**config.mk**
```make
export PLATFORM = sky130hd
export DESIGN_NAME = uart_rx_mmio_flat
export DESIGN_NICKNAME = d
export VERILOG_FILES = /design/src/rtl/uart_rx_mmio_if.sv /design/src/rtl/uart_rx_mmio.sv /design/src/flat_wrapper.sv
export SDC_FILE = /design/constraint.sdc
export NUM_CORES = 1
export LEC_CHECK = 0
export CORE_MARGIN = 2
export CORE_UTILIZATION = 54
export DETAILED_ROUTE_END_ITERATION = 10
export PLACE_DENSITY = 0.79
export SETUP_SLACK_MARGIN = 0.02
export SYNTH_ARGS = -nofsm -noshare
export SYNTH_HDL_FRONTEND = slang
export SYNTH_SLANG_ARGS = --single-unit
```
**constraint.sdc**
```tcl
create_clock -name CLK -period 2.8 [get_ports CLK]
set_clock_uncertainty 0.1 [all_clocks]
set_input_delay 0.42 -clock CLK [delete_from_list [all_inputs] [get_ports CLK]]
set_output_delay 0.42 -clock CLK [all_outputs]
set_load 0.01 [all_outputs]
```
**src/rtl/uart_rx_mmio_if.sv**
```systemverilog
// Load-port bundle between the CPU data path and the UART receiver.
// The master is the CPU side; the slave is the receiver.
interface uart_rx_mmio_if #(
    parameter int unsigned FIFO_DEPTH = 4
);
    localparam int unsigned CntW = $clog2(FIFO_DEPTH) + 1;

    logic            rd_en;
    logic [7:0]      rd_data;
    logic            rx_valid;
    logic [CntW-1:0] fifo_count;
    logic            overrun;
    logic            frame_err;
    logic            clr_err;

    modport master (
        output rd_en,
        output clr_err,
        input  rd_data,
        input  rx_valid,
        input  fifo_count,
        input  overrun,
        input  frame_err
    );

    modport slave (
        input  rd_en,
        input  clr_err,
        output rd_data,
        output rx_valid,
        output fifo_count,
        output overrun,
        output frame_err
    );
endinterface

```
**src/rtl/uart_rx_mmio.sv**
```systemverilog
// 8N1 UART receiver with a show-ahead receive FIFO read through a memory-mapped load port.
// Sticky overrun / framing-error flags are cleared by clr_err.
module uart_rx_mmio #(
    parameter int unsigned CLKS_PER_BIT = 868,
    parameter int unsigned FIFO_DEPTH   = 4
) (
    input  logic          CLK,
    input  logic          RST,
    input  logic          uart_rx,
    uart_rx_mmio_if.slave mmio
);
    localparam int unsigned CntW = $clog2(CLKS_PER_BIT);
    localparam int unsigned PtrW = (FIFO_DEPTH > 1) ? $clog2(FIFO_DEPTH) : 1;
    localparam int unsigned FcW  = $clog2(FIFO_DEPTH) + 1;

    localparam logic [CntW-1:0] HalfLast = CntW'(CLKS_PER_BIT / 2 - 1);
    localparam logic [CntW-1:0] BitLast  = CntW'(CLKS_PER_BIT - 1);
    localparam logic [PtrW-1:0] PtrLast  = PtrW'(FIFO_DEPTH - 1);
    localparam logic [FcW-1:0]  FullCnt  = FcW'(FIFO_DEPTH);

    typedef enum logic [1:0] {StIdle, StStart, StData, StStop} state_e;

    state_e          state_q, state_d;
    logic [1:0]      sync_q, sync_d;
    logic [1:0]      warm_q, warm_d;
    logic            armed_q, armed_d;
    logic [CntW-1:0] cnt_q, cnt_d;
    logic [2:0]      bit_idx_q, bit_idx_d;
    logic [7:0]      shift_q, shift_d;
    logic [7:0]      mem_q [FIFO_DEPTH];
    logic [7:0]      mem_d [FIFO_DEPTH];
    logic [PtrW-1:0] wr_ptr_q, wr_ptr_d;
    logic [PtrW-1:0] rd_ptr_q, rd_ptr_d;
    logic [FcW-1:0]  count_q, count_d;
    logic            overrun_q, overrun_d;
    logic            frame_err_q, frame_err_d;

    logic rxs;
    logic push, frame_set;
    logic pop, full, do_push;

    function automatic logic [PtrW-1:0] ptr_inc(input logic [PtrW-1:0] p);
        return (p == PtrLast) ? '0 : p + PtrW'(1);
    endfunction

    assign rxs = sync_q[1];

    // The synchroniser resets high, so arming waits until sync_q holds two real line samples.
    always_comb begin
        sync_d  = {sync_q[0], uart_rx};
        warm_d  = {warm_q[0], 1'b1};
        armed_d = armed_q | (warm_q[1] & rxs);
    end

    always_comb begin
        state_d   = state_q;
        cnt_d     = cnt_q;
        bit_idx_d = bit_idx_q;
        shift_d   = shift_q;
        push      = 1'b0;
        frame_set = 1'b0;
        unique case (state_q)
            StIdle: begin
                if (armed_q && !rxs) begin
                    state_d = StStart;
                    cnt_d   = '0;
                end
            end
            StStart: begin
                if (cnt_q == HalfLast) begin
                    if (!rxs) begin
                        state_d   = StData;
                        cnt_d     = '0;
                        bit_idx_d = '0;
                    end else begin
                        state_d = StIdle;
                    end
                end else begin
                    cnt_d = cnt_q + CntW'(1);
                end
            end
            StData: begin
                if (cnt_q == BitLast) begin
                    shift_d   = {rxs, shift_q[7:1]};
                    cnt_d     = '0;
                    bit_idx_d = bit_idx_q + 3'd1;
                    if (bit_idx_q == 3'd7) begin
                        state_d = StStop;
                    end
                end else begin
                    cnt_d = cnt_q + CntW'(1);
                end
            end
            StStop: begin
                // Leave at mid stop bit so a start bit right after the stop bit is caught.
                if (cnt_q == BitLast) begin
                    state_d   = StIdle;
                    push      = rxs;
                    frame_set = ~rxs;
                end else begin
                    cnt_d = cnt_q + CntW'(1);
                end
            end
            default: state_d = StIdle;
        endcase
    end

    always_comb begin
        pop      = mmio.rd_en && (count_q != '0);
        full     = (count_q == FullCnt);
        do_push  = push && (!full || pop);
        mem_d    = mem_q;
        wr_ptr_d = wr_ptr_q;
        rd_ptr_d = rd_ptr_q;
        count_d  = count_q;
        if (do_push) begin
            mem_d[wr_ptr_q] = shift_q;
            wr_ptr_d        = ptr_inc(wr_ptr_q);
        end
        if (pop) begin
            rd_ptr_d = ptr_inc(rd_ptr_q);
        end
        if (do_push && !pop) begin
            count_d = count_q + FcW'(1);
        end else if (pop && !do_push) begin
            count_d = count_q - FcW'(1);
        end
        // A new error event outranks a simultaneous clear.
        overrun_d   = (overrun_q && !mmio.clr_err) || (push && full && !pop);
        frame_err_d = (frame_err_q && !mmio.clr_err) || frame_set;
    end

    always_ff @(posedge CLK) begin
        if (RST) begin
            state_q     <= StIdle;
            sync_q      <= 2'b11;
            warm_q      <= 2'b00;
            armed_q     <= 1'b0;
            cnt_q       <= '0;
            bit_idx_q   <= '0;
            shift_q     <= '0;
            mem_q       <= '{default: '0};
            wr_ptr_q    <= '0;
            rd_ptr_q    <= '0;
            count_q     <= '0;
            overrun_q   <= 1'b0;
            frame_err_q <= 1'b0;
        end else begin
            state_q     <= state_d;
            sync_q      <= sync_d;
            warm_q      <= warm_d;
            armed_q     <= armed_d;
            cnt_q       <= cnt_d;
            bit_idx_q   <= bit_idx_d;
            shift_q     <= shift_d;
            mem_q       <= mem_d;
            wr_ptr_q    <= wr_ptr_d;
            rd_ptr_q    <= rd_ptr_d;
            count_q     <= count_d;
            overrun_q   <= overrun_d;
            frame_err_q <= frame_err_d;
        end
    end

    assign mmio.rd_data    = (count_q != '0) ? mem_q[rd_ptr_q] : 8'h00;
    assign mmio.rx_valid   = (count_q != '0);
    assign mmio.fifo_count = count_q;
    assign mmio.overrun    = overrun_q;
    assign mmio.frame_err  = frame_err_q;
endmodule
```
**src/flat_wrapper.sv**
```systemverilog
// flat-port wrapper written by rule: the top's interface ports become plain ports
module uart_rx_mmio_flat 
#(
    parameter int unsigned CLKS_PER_BIT = 868,
    parameter int unsigned FIFO_DEPTH   = 4
)
  (CLK, RST, uart_rx, mmio_rd_en, mmio_clr_err, mmio_rd_data, mmio_rx_valid, mmio_fifo_count, mmio_overrun, mmio_frame_err);
  uart_rx_mmio_if #(.FIFO_DEPTH(FIFO_DEPTH)) mmio_i ();
  input  logic CLK;
  input  logic RST;
  input  logic uart_rx;
  input wire logic [$bits(mmio_i.rd_en)-1:0] mmio_rd_en;
  input wire logic [$bits(mmio_i.clr_err)-1:0] mmio_clr_err;
  output wire logic [$bits(mmio_i.rd_data)-1:0] mmio_rd_data;
  output wire logic [$bits(mmio_i.rx_valid)-1:0] mmio_rx_valid;
  output wire logic [$bits(mmio_i.fifo_count)-1:0] mmio_fifo_count;
  output wire logic [$bits(mmio_i.overrun)-1:0] mmio_overrun;
  output wire logic [$bits(mmio_i.frame_err)-1:0] mmio_frame_err;
  assign mmio_i.rd_en = mmio_rd_en;
  assign mmio_i.clr_err = mmio_clr_err;
  assign mmio_rd_data = mmio_i.rd_data;
  assign mmio_rx_valid = mmio_i.rx_valid;
  assign mmio_fifo_count = mmio_i.fifo_count;
  assign mmio_overrun = mmio_i.overrun;
  assign mmio_frame_err = mmio_i.frame_err;
  uart_rx_mmio #(.CLKS_PER_BIT(CLKS_PER_BIT), .FIFO_DEPTH(FIFO_DEPTH)) u_core (.CLK(CLK), .RST(RST), .uart_rx(uart_rx), .mmio(mmio_i));
endmodule
```
==> results of run 1 <==
## cells in the mapped netlist (2+ instances only)
| master | count |
|---|---|
| dfxtp_1 | 69 |
| a21oi_1 | 52 |
| o31ai_1 | 36 |
| nand4_1 | 35 |
| clkbuf_1 | 23 |
| nand2_1 | 17 |
| inv_1 | 12 |
| nand3_1 | 12 |
| o21ai_0 | 12 |
| nor2_1 | 11 |
| ha_1 | 10 |
| a31oi_1 | 8 |
| and2_1 | 8 |
| buf_2 | 8 |
| mux4_2 | 8 |
| buf_6 | 7 |
| a41oi_1 | 5 |
| nand2b_1 | 4 |
| or3_1 | 4 |
| and3_1 | 3 |
| nand3b_1 | 3 |
| nand4b_1 | 3 |
| nor2b_1 | 3 |
| nor3_1 | 3 |
| o221ai_1 | 3 |
| a2bb2oi_1 | 2 |
| mux2i_1 | 2 |
| nor4_2 | 2 |
| o311ai_0 | 2 |
| or2_2 | 2 |
| or3_4 | 2 |
| xor2_1 | 2 |
## power groups by stage
stage               sequential, mW  combinational, mW  clock (mW)
floorplan                     1.02             0.0683           0
global placement              1.02             0.0897           0
detailed placement            1.02             0.0909           0
CTS                          0.997             0.0915       0.927
global route                 0.998              0.102       0.965
finish                       0.998             0.0926       0.920
## layout by cell type (no fill, tap or decap), types with 3 or more instances in the layout
master / n
mux4_2: 8
nand2_1: 17
buf_4: 17
o31ai_1: 36
and3_1: 3
a31oi_1: 8
o21ai_0: 12
and2_1: 8
nor2_1: 11
clkdlybuf4s50_1: 17
nand3_1: 12
or3_1: 4
nand4b_1: 3
a41oi_1: 5
inv_1: 12
nand2b_1: 4
clkbuf_8: 10
nand3b_1: 3
dfxtp_1: 67
nor3_1: 3
nand4_1: 35
a21oi_1: 52
o221ai_1: 3
ha_1: 10
## per-layer routing
| layer | vias up | part of all wire, % | global-route usage (%) |
|---|---|---|---|
| met3 | 17 | 8.6 | 4.67 |
| met5 | - | 0 | 0 |
| met2 | 160 | 46 | 35.9 |
| met1 | 1552 | 44 | 36.5 |
| met4 | 0 | 1.6 | 10.4 |
| li1 | 1526 | - | - |
## cell families after synthesis
kind of cell | after synthesis
xor gates and xnor gates | 2
muxes | 10
AOI/OAI and AO/OA | 127
and+or+nand+nor | 125
adders and majority gates | 11
buffers and inverters | 51
DFF | 69
## worst register-to-register path, stage by stage, from the launching register on
cell	delay, ns
dfxtp_1	0.43
ha_1	0.21
nand3b_1	0.11
or3_4	0.35
nor2_1	0.12
ha_1	0.18
inv_1	0.06
fa_1	0.37
xor2_1	0.16
or3_1	0.30
a21oi_1	0.14
## flip-flops by register name (all words and copies together) (netlist names), named ones only
name,cells
u_core.mem_q,32
u_core.warm_q,2
u_core.cnt_q,10
u_core.rd_ptr_q,2
u_core.mmio.overrun,1
u_core.mmio.fifo_count,3
u_core.sync_q,2
u_core.mmio.frame_err,1
u_core.armed_q,1
u_core.shift_q,8
u_core.state_q,1
u_core.wr_ptr_q,2
u_core.bit_idx_q,3
## through the flow
| step | power (mW) | cell area [µm²] | cells |
|---|---|---|---|
| 2_1_floorplan | 1.09 | 3570 | 395 |
| 3_3_place_gp | 1.11 | 3770 | 469 |
| 3_5_place_dp | 1.11 | 3770 | 469 |
| 4_1_cts | 2.02 | 4000 | 485 |
| 5_1_grt | 2.07 | 4000 | 485 |
| 6_report | 2.01 | 4000 | 485 |
## area by class of cell
class / count / area [µm²] / area share [%]
multi-input combinational: 275 / 1940 / 48.6
sequential: 69 / 1380 / 34.6
timing repair buffer: 35 / 303 / 7.58
clock buffer: 10 / 138 / 3.44
tap: 77 / 96.3 / 2.41
clock inverter: 6 / 86.3 / 2.16
inverter: 13 / 48.8 / 1.22
## repair_timing
item,in CTS,in global routing
gates resized for setup,1,1
gates cloned,0,0
endpoints found under the setup margin,1,1
## worst max path at each step
stage	startpoint	end
after global placement	mmio_rd_en	u_core.wr_ptr_q[0]$_SDFFE_PP0P_
after CTS	u_core.cnt_q[0]$_SDFFE_PP0P_	u_core.mmio.fifo_count[2]$_SDFFE_PP0P_
final	u_core.cnt_q[1]$_SDFFE_PP0P_	u_core.mmio.fifo_count[2]$_SDFFE_PP0P_
after detailed placement	mmio_rd_en	u_core.mmio.fifo_count[2]$_SDFFE_PP0P_
after global routing	u_core.cnt_q[1]$_SDFFE_PP0P_	u_core.mmio.fifo_count[2]$_SDFFE_PP0P_
after floorplan	u_core.cnt_q[0]$_SDFFE_PP0P_	u_core.mmio.fifo_count[2]$_SDFFE_PP0P_
==> run metrics, run 1 <==
post-synth top area cell=dfxtp_1; Hold Crit Endpoint=u_core.sync_q[1]$_SDFF_PP1_; Startpoint Class=flop; Post-Route Utilization=62.6%; reg2reg start=u_core.cnt_q[1]$_SDFFE_PP0P_; final setup fails=0; Initial DRT Pass Iterations=5; Tcrit/Tclk final=92.6%; FMAX=386 MHz; number of synthesized register bits=69; xor and xnor area share after synthesis=0.491%; Setup TNS Final=0 ns; Netlist cell types=54; Synth Area in Simple Gates=21.3%; largest net degree at the start of global routing=47; internal power=1.55 mW; Reg power frac=49.6%; CP Max Fanout=6; adder-cell share of the synthesized area=4.07%; asr flop ratio synth=0%; Clock transition at path regs=0.08 ns; min-delay src=u_core.sync_q[0]$_SDFF_PP1_; hold_buf cts=0; Crit path top cell by count=ha_1; TritonCTS clock tree=done; drc violations=0; I/O Buffers=18; first-pass GRT wire length=14600 µm; share of cells above drive strength 1=13.5%; Post-DRT Antenna Nets=0; RSZ-0062 raised after global routing=false; power per standard cell area=503 nW/µm²; Worst-Margin Slew=1.30 ns; Vias/cell=6.71; reg2reg end=u_core.mmio.fifo_count[2]$_SDFFE_PP0P_; worst path required time=2.97 ns; cell area after synthesis=3570 µm²; Max VDD drop=0.327 mV; Core ar.=6390 µm²; Starting Density=55.9%; CTS root buf=clkbuf_8; Ys Warns=0; Buf/Inv on CP=1; HPWL Detailed=5500 µm; routability cong.=0.920; Avg Cell Area, Syn=9.03 µm²; mux share of post-synthesis cell area=5.61%; CP max stage delay=0.43 ns; CP arrival=2.77 ns; flop-to-flop setup slack=0.21 ns; WL per Instance=17.9 µm; pre-CTS setup slack=0.123 ns; WL final=8670 µm; largest family of logic cells by synthesized area=compound AO/OA/AOI/OAI gates; r2r worst-path depth=10; synth top area cells=dfxtp_1, o31ai_1, a21oi_1, nand4_1, mux4_2; initial antenna violation count=0; top cell family by delay on the critical path=simple AND/OR/NAND/NOR gates; Fill cells=566; Main synth FF type=dfxtp_1; combinational power share=4.6%; row cnt=29; I/O pins=19; fin. max-slew vios=0; GR Overflow Total=0; Sw Ratio=23.0%; post-CTS setup buffer count=0; total of max-cap violations=0; GRT Total Usage=24.9%; clock power share=45.8%; clk sink count=69; hold depth=1; min Tclk post-route=2.59 ns; post-synthesis compound-gate area fraction=22.7%; Hold Path Class=reg2reg; vias in the first global route=2918; H-tree Lvls=3; chip height=85.3 µm; worst setup margin=0.207 ns; critical path class=reg2reg; crit end category=flop; Sw Pwr=0.462 mW; DR iter-0 viols=416; Syn Inst Count=395; Seq/Total Area, Yosys=38.7%; total CTS buffers=9; critical path depth=10; Leak=1.29 nW; Die ar.=7270 µm²; outcome=complete, no violations; worst hold slack=0.316 ns; clk buf depth=2; Slew headroom=13.0%; via count=3255; cell at the slowest stage of the critical path=dfxtp_1; Yosys top cell area share=38.7%; area delta synth->final=12.0%; Post-synth EDFFs=0; chip width=85.3 µm; Syn Nets=411; fin nets=419; # diodes=0; endpoints failing hold=0; Cell Chain, Critical Path=ha_1 > nand3b_1 > or3_4 > nor2_1 > ha_1 > inv_1 > fa_1 > xor2_1 > or3_1 > a21oi_1; Worst-Skew Late Latency=0.34 ns
Power figures use the tool's default switching activity.
==> run 2: changes to the inputs <==
--- a/config.mk
+++ b/config.mk
@@ -5,8 +5,9 @@
 export SDC_FILE = /design/constraint.sdc
 export NUM_CORES = 1
 export LEC_CHECK = 0
-export CORE_MARGIN = 2
+export ABC_CLOCK_PERIOD_IN_PS = 2800
 export CORE_UTILIZATION = 54
+export CTS_CLUSTER_SIZE = 25
 export DETAILED_ROUTE_END_ITERATION = 10
 export PLACE_DENSITY = 0.79
 export SETUP_SLACK_MARGIN = 0.02
==> run 2 against run 1 <==
- first-iteration DRC count is 37% lower
- combinational power is 6.4% lower
- cell count is 0.41% lower
- count of clock-buffer cells in the layout is 2 higher
- via count is 1.3% lower
- register-to-register slack hardly changed
- worst setup slack worse by 0.0068 ns
- largest power group unchanged
==> run metrics, run 2 (synthesized netlist as in run 1, its figures left out) <==
GRT Total Usage=25.7%; total chip power=1.96 mW; worst path required time=2.98 ns; Die ar.=6930 µm²; share of cells above drive strength 1=12.6%; Setup TNS Final=0 ns; drc violations=0; HPWL Detailed=5330 µm; cell at the slowest stage of the critical path=dfxtp_1; combinational power share=4.4%; Reg power frac=51.1%; worst hold slack=0.311 ns; internal power=1.52 mW; H-tree Lvls=3; area delta synth->final=11.2%; Leak=1.27 nW; clk sink count=69; I/O pins=19; WL final=8440 µm; WL per Instance=17.5 µm; FMAX=385 MHz; vias in the first global route=3063; Tcrit/Tclk final=92.9%; first-pass GRT wire length=14500 µm; Biggest register=u_core.mem_q; Hold Path Class=reg2reg; chip width=83.3 µm; Max VDD drop=0.265 mV; # diodes=0; Slew headroom=17.0%; via count=3213; post-CTS setup buffer count=0; Sw Pwr=0.435 mW; clock power share=44.4%; Core ar.=6350 µm²; crit end category=flop; fin. max-slew vios=0; Startpoint Class=flop; initial antenna violation count=0; row cnt=29; chip height=83.3 µm; pre-CTS setup slack=0.0875 ns; power per standard cell area=494 nW/µm²; DR iter-0 viols=263; critical path class=reg2reg; CP arrival=2.78 ns; endpoints failing hold=0; CP Max Fanout=8; total CTS buffers=9; Initial DRT Pass Iterations=5; total of max-cap violations=0; commonest non-fill, non-tap cell in the layout=dfxtp_1; Vias/cell=6.65; worst setup margin=0.200 ns; GR Overflow Total=0; Clock transition at path regs=0.07 ns; Cell Chain, Critical Path=nand4b_1 > or3_4 > nor2_1 > ha_1 > inv_1 > fa_1 > xor2_1 > or3_1 > a21oi_1; Sw Ratio=22.2%; clk buf depth=2; final setup fails=0; Worst-Margin Slew=1.24 ns; Starting Density=56.2%; RSZ-0062 raised after global routing=false; max FFs per register=32; outcome=complete, no violations; Fill cells=534; commonest non-fill, non-tap cells in the layout=dfxtp_1, a21oi_1, o31ai_1; Post-DRT Antenna Nets=0; Post-Route Utilization=62.5%; fin nets=417; min Tclk post-route=2.60 ns; Top Registers=u_core.mem_q (32), u_core.cnt_q (10), u_core.shift_q (8); routability cong.=0.920; CP max stage delay=0.45 ns; Worst-Skew Late Latency=0.34 ns; CTS root buf=clkbuf_8; I/O Buffers=18; largest net degree at the start of global routing=47; TritonCTS clock tree=done
run 2: cell count changes in the layout (fill, tap and decap cells not counted), sizes merged:
cell / before / now
clkbuf: 10 / 12
clkinv: 4 / 2
buf: 18 / 16
run 2: power groups by stage:
stage          registers (mW)  logic, mW  clock network, mW
2_1_floorplan            1.02     0.0683                  0
3_3_place_gp             1.02     0.0821                  0
3_5_place_dp             1.02     0.0831                  0
4_1_cts                  1.00     0.0844              0.882
5_1_grt                  1.00     0.0955              0.921
6_report                 1.00     0.0867              0.870
run 2: stage by stage:
| step | instances | instance area, µm² |
|---|---|---|
| final | 483 | 3970 |
| after detailed placement | 467 | 3750 |
| after floorplan | 395 | 3570 |
| after global routing | 483 | 3970 |
| after global placement | 467 | 3750 |
| after CTS | 483 | 3960 |
run 2: final timing paths:
check	from	end	slack [ns]	cells past startpoint
hold reg to reg	u_core.sync_q[0]$_SDFF_PP1_	u_core.sync_q[1]$_SDFF_PP1_	0.31	1
hold / removal	u_core.sync_q[0]$_SDFF_PP1_	u_core.sync_q[1]$_SDFF_PP1_	0.31	1
setup / recovery	u_core.cnt_q[5]$_SDFFE_PP0P_	u_core.mmio.fifo_count[2]$_SDFFE_PP0P_	0.20	9
setup reg to reg	u_core.cnt_q[5]$_SDFFE_PP0P_	u_core.mmio.fifo_count[2]$_SDFFE_PP0P_	0.20	9
run 2: area by class of cell:
| cell class | instances | area, µm² | area share (%) |
|---|---|---|---|
| clock inverters | 4 | 72.6 | 1.83 |
| inverters | 13 | 48.8 | 1.23 |
| repair buffers | 33 | 288 | 7.26 |
| flip-flops and latches | 69 | 1390 | 34.9 |
| well taps | 77 | 96.3 | 2.43 |
| clock buffers | 12 | 135 | 3.41 |
| multi-input cells | 275 | 1940 | 48.9 |
run 2: timing repair:
item                       4_1_cts  5_1_grt
hold buffers                     0        0
resized for setup                0        3
setup endpoints to repair        0        3
run 2: worst max-delay path, delay by kind of cell (launching register included):
family | cells | cell delay (ns)
compound gates | 1 | 0.13
xor+xnor | 1 | 0.17
fa+ha+maj | 2 | 0.59
buf+inv | 1 | 0.06
flops | 1 | 0.45
simple gates | 4 | 1.03
run 2: metal layers:
layer / GRT usage (%) / wire (µm)
met1: 34.2 / 3780
met4: 12.4 / 139
met2: 41.0 / 3970
met3: 3.68 / 551
met5: 0 / 0
==> RTL change, RTL diff (flow settings as in run 2) <==
The 4 states of `state_e` get a one-hot encoding in 4 bits.
--- a/src/rtl/uart_rx_mmio.sv
+++ b/src/rtl/uart_rx_mmio.sv
@@ -18,7 +18,7 @@
     localparam logic [PtrW-1:0] PtrLast  = PtrW'(FIFO_DEPTH - 1);
     localparam logic [FcW-1:0]  FullCnt  = FcW'(FIFO_DEPTH);
 
-    typedef enum logic [1:0] {StIdle, StStart, StData, StStop} state_e;
+    typedef enum logic [3:0] {StIdle = 4'b0001, StStart = 4'b0010, StData = 4'b0100, StStop = 4'b1000} state_e;
 
     state_e          state_q, state_d;
     logic [1:0]      sync_q, sync_d;
Check against the original RTL: same outputs for any inputs over 10 cycles, from zero or initial values and one cycle with RST high; not proved beyond that.
==> RTL change against run 2 <==
Final area shrank 0.47%. Worst hold slack improved by 0.0058 ns. Sequential cell count is 2 higher. Routed wire length fell by 14%. Global-route usage shrank 2.1 points. Setup slack worse by 0.0021 ns. Synthesized area fell by 5.5%.
Power is not compared: it rests on default switching activity, and its combinational part moved more than twofold at a synthesized area within 25%.
==> RTL change: results (changes against run 2) <==
- Highest metal used: met4
- First-pass GRT wire length: 11660 um (-20%)
- 1st-iter DRT viols: 196 (-25%)
- Commonest cells post-synth: dfxtp_1, nor2_1, mux2i_1
- Hold Crit Depth: 1 (unchanged)
- CP Max Fanout: 4 (-4)
- DR vias: 2710 (-16%)
- R2r startpoint: u_core.cnt_q[8]$_SDFFE_PP0P_
- Overall Global Routing Usage: 0.2357 (-0.02138)
- Status: finished clean
- Post-Synthesis Net Count: 377 (-8.3%)
- Fill count: 494 (-7.5%)
- Placement Cell Area: 3715 um2 (-1.1%)
- Final wirelength: 7246 um (-14%)
- Met1 Use GR: 0.3128 (-0.02950)
- Share of cells above drive strength 1: 0.1548 (+0.02921)
- WL met1: 3426 um (-9.5%)
- Post-synthesis sequential area ratio: 0.4215 (+0.03429)
- Metal2 WL: 3452 um (-13%)
- Leakage power: 0.001645 uW
- Met3 WL: 284 um (-48%)
- Mapped Cells: 361 (-8.6%)
- GP Congestion: 0.8700 (-5.4%)
- Clock Tree Root: clkbuf_8
- Synth area leaders: dfxtp_1, mux2i_1, mux4_2
- Count of cell types in the netlist: 47 (-13%)
- Worst Reg-to-Reg Cells: 10 (+1)
- Largest net degree at the start of global routing: 45 (-4.3%)
- Post-detail-place hpwl: 4707 um (-12%)
- H-tree levels: 3 (unchanged)
- Placed insts: 453 (-3.0%)
- Vias per cell: 5.778 (-13%)
- Nets: 405 (-2.9%)
- Met3 Use GR: 0.04607 (+0.009288)
- Met2 usage: 0.3782 (-0.03168)
- R2r setup slk: 0.20 ns
- Worst slew margin: 0.6173 (+0.4474)
- Vias in the first global route: 2454 (-20%)
==> RTL change: cell count changes after synthesis, moves of 8 or more <==
cell	delta
o31ai_1	-36
nand4_1	-34
mux2i_1	+31
nor2_1	+31
a21oi_1	-22
clkbuf_1	-8
o32ai_1	+8
or3_1	+8
==> RTL change: cell families after synthesis <==
kind of cell / share of synthesized area
AOI/OAI and AO/OA: 0.1009
xor gates and xnor gates: 0.007794
adders and majority gates: 0.04304
buffers and inverters: 0.04638
DFF: 0.4215
muxes: 0.1514
and+or+nand+nor: 0.2289
==> RTL change: critical path, cell delays in order (launching register included) <==
cell and delay, ns:
dfxtp_1 0.37, or3b_2 0.52, nor3_4 0.17, nand2_1 0.09
inv_1 0.06, ha_1 0.17, inv_1 0.06, fa_1 0.37
xor2_1 0.18, or3_1 0.31, a21oi_1 0.13
==> RTL change: layout make-up <==
cell class,instances,area [um2],area share
multi-input combinational,251,1809,0.4583
inverter,18,67.56,0.01712
sequential,71,1424,0.3607
clock buffer,9,123.9,0.03138
timing repair buffer,38,325.3,0.08241
clock inverter,7,103.9,0.02631
tap,75,93.84,0.02377
==> RTL change: worst max-delay path by stage <==
stage | start | to | slack, ns
6_report | u_core.cnt_q[8]$_SDFFE_PP0P_ | u_core.mmio.fifo_count[2]$_SDFFE_PP0P_ | 0.20
5_1_grt | u_core.cnt_q[1]$_SDFFE_PP0P_ | u_core.mmio.fifo_count[2]$_SDFFE_PP0P_ | 0.04
4_1_cts | u_core.rd_ptr_q[0]$_SDFFE_PP0P_ | mmio_rd_data[7] | 0.03
3_5_place_dp | mmio_rd_en | u_core.mmio.fifo_count[2]$_SDFFE_PP0P_ | -0.02
3_3_place_gp | mmio_rd_en | u_core.mmio.fifo_count[2]$_SDFFE_PP0P_ | 0.02
2_1_floorplan | u_core.state_q[3]$_SDFFE_PP0P_ | u_core.mmio.fifo_count[2]$_SDFFE_PP0P_ | 0.02
==> RTL change: power by group through the flow <==
| stage | Combinational [uW] | Clock (uW) | Sequential [uW] |
|---|---|---|---|
| after detailed placement | 413 | 0 | 1100 |
| final | 417 | 938 | 1080 |
| after global routing | 454 | 996 | 1090 |
| after CTS | 420 | 956 | 1080 |
| after global placement | 397 | 0 | 1100 |
| after floorplan | 254 | 0 | 1090 |
==> RTL change: per-stage QoR <==
stage / setup WS [ns] / setup TNS [ns] / hold WS [ns]
after floorplan: 0.02386 / 0 / 0.2895
after global placement: 0.02108 / 0 / 0.2957
after detailed placement: -0.02330 / -0.02330 / 0.2996
after CTS: 0.02850 / 0 / 0.3179
after global routing: 0.04278 / 0 / 0.3260
final: 0.1979 / 0 / 0.3170
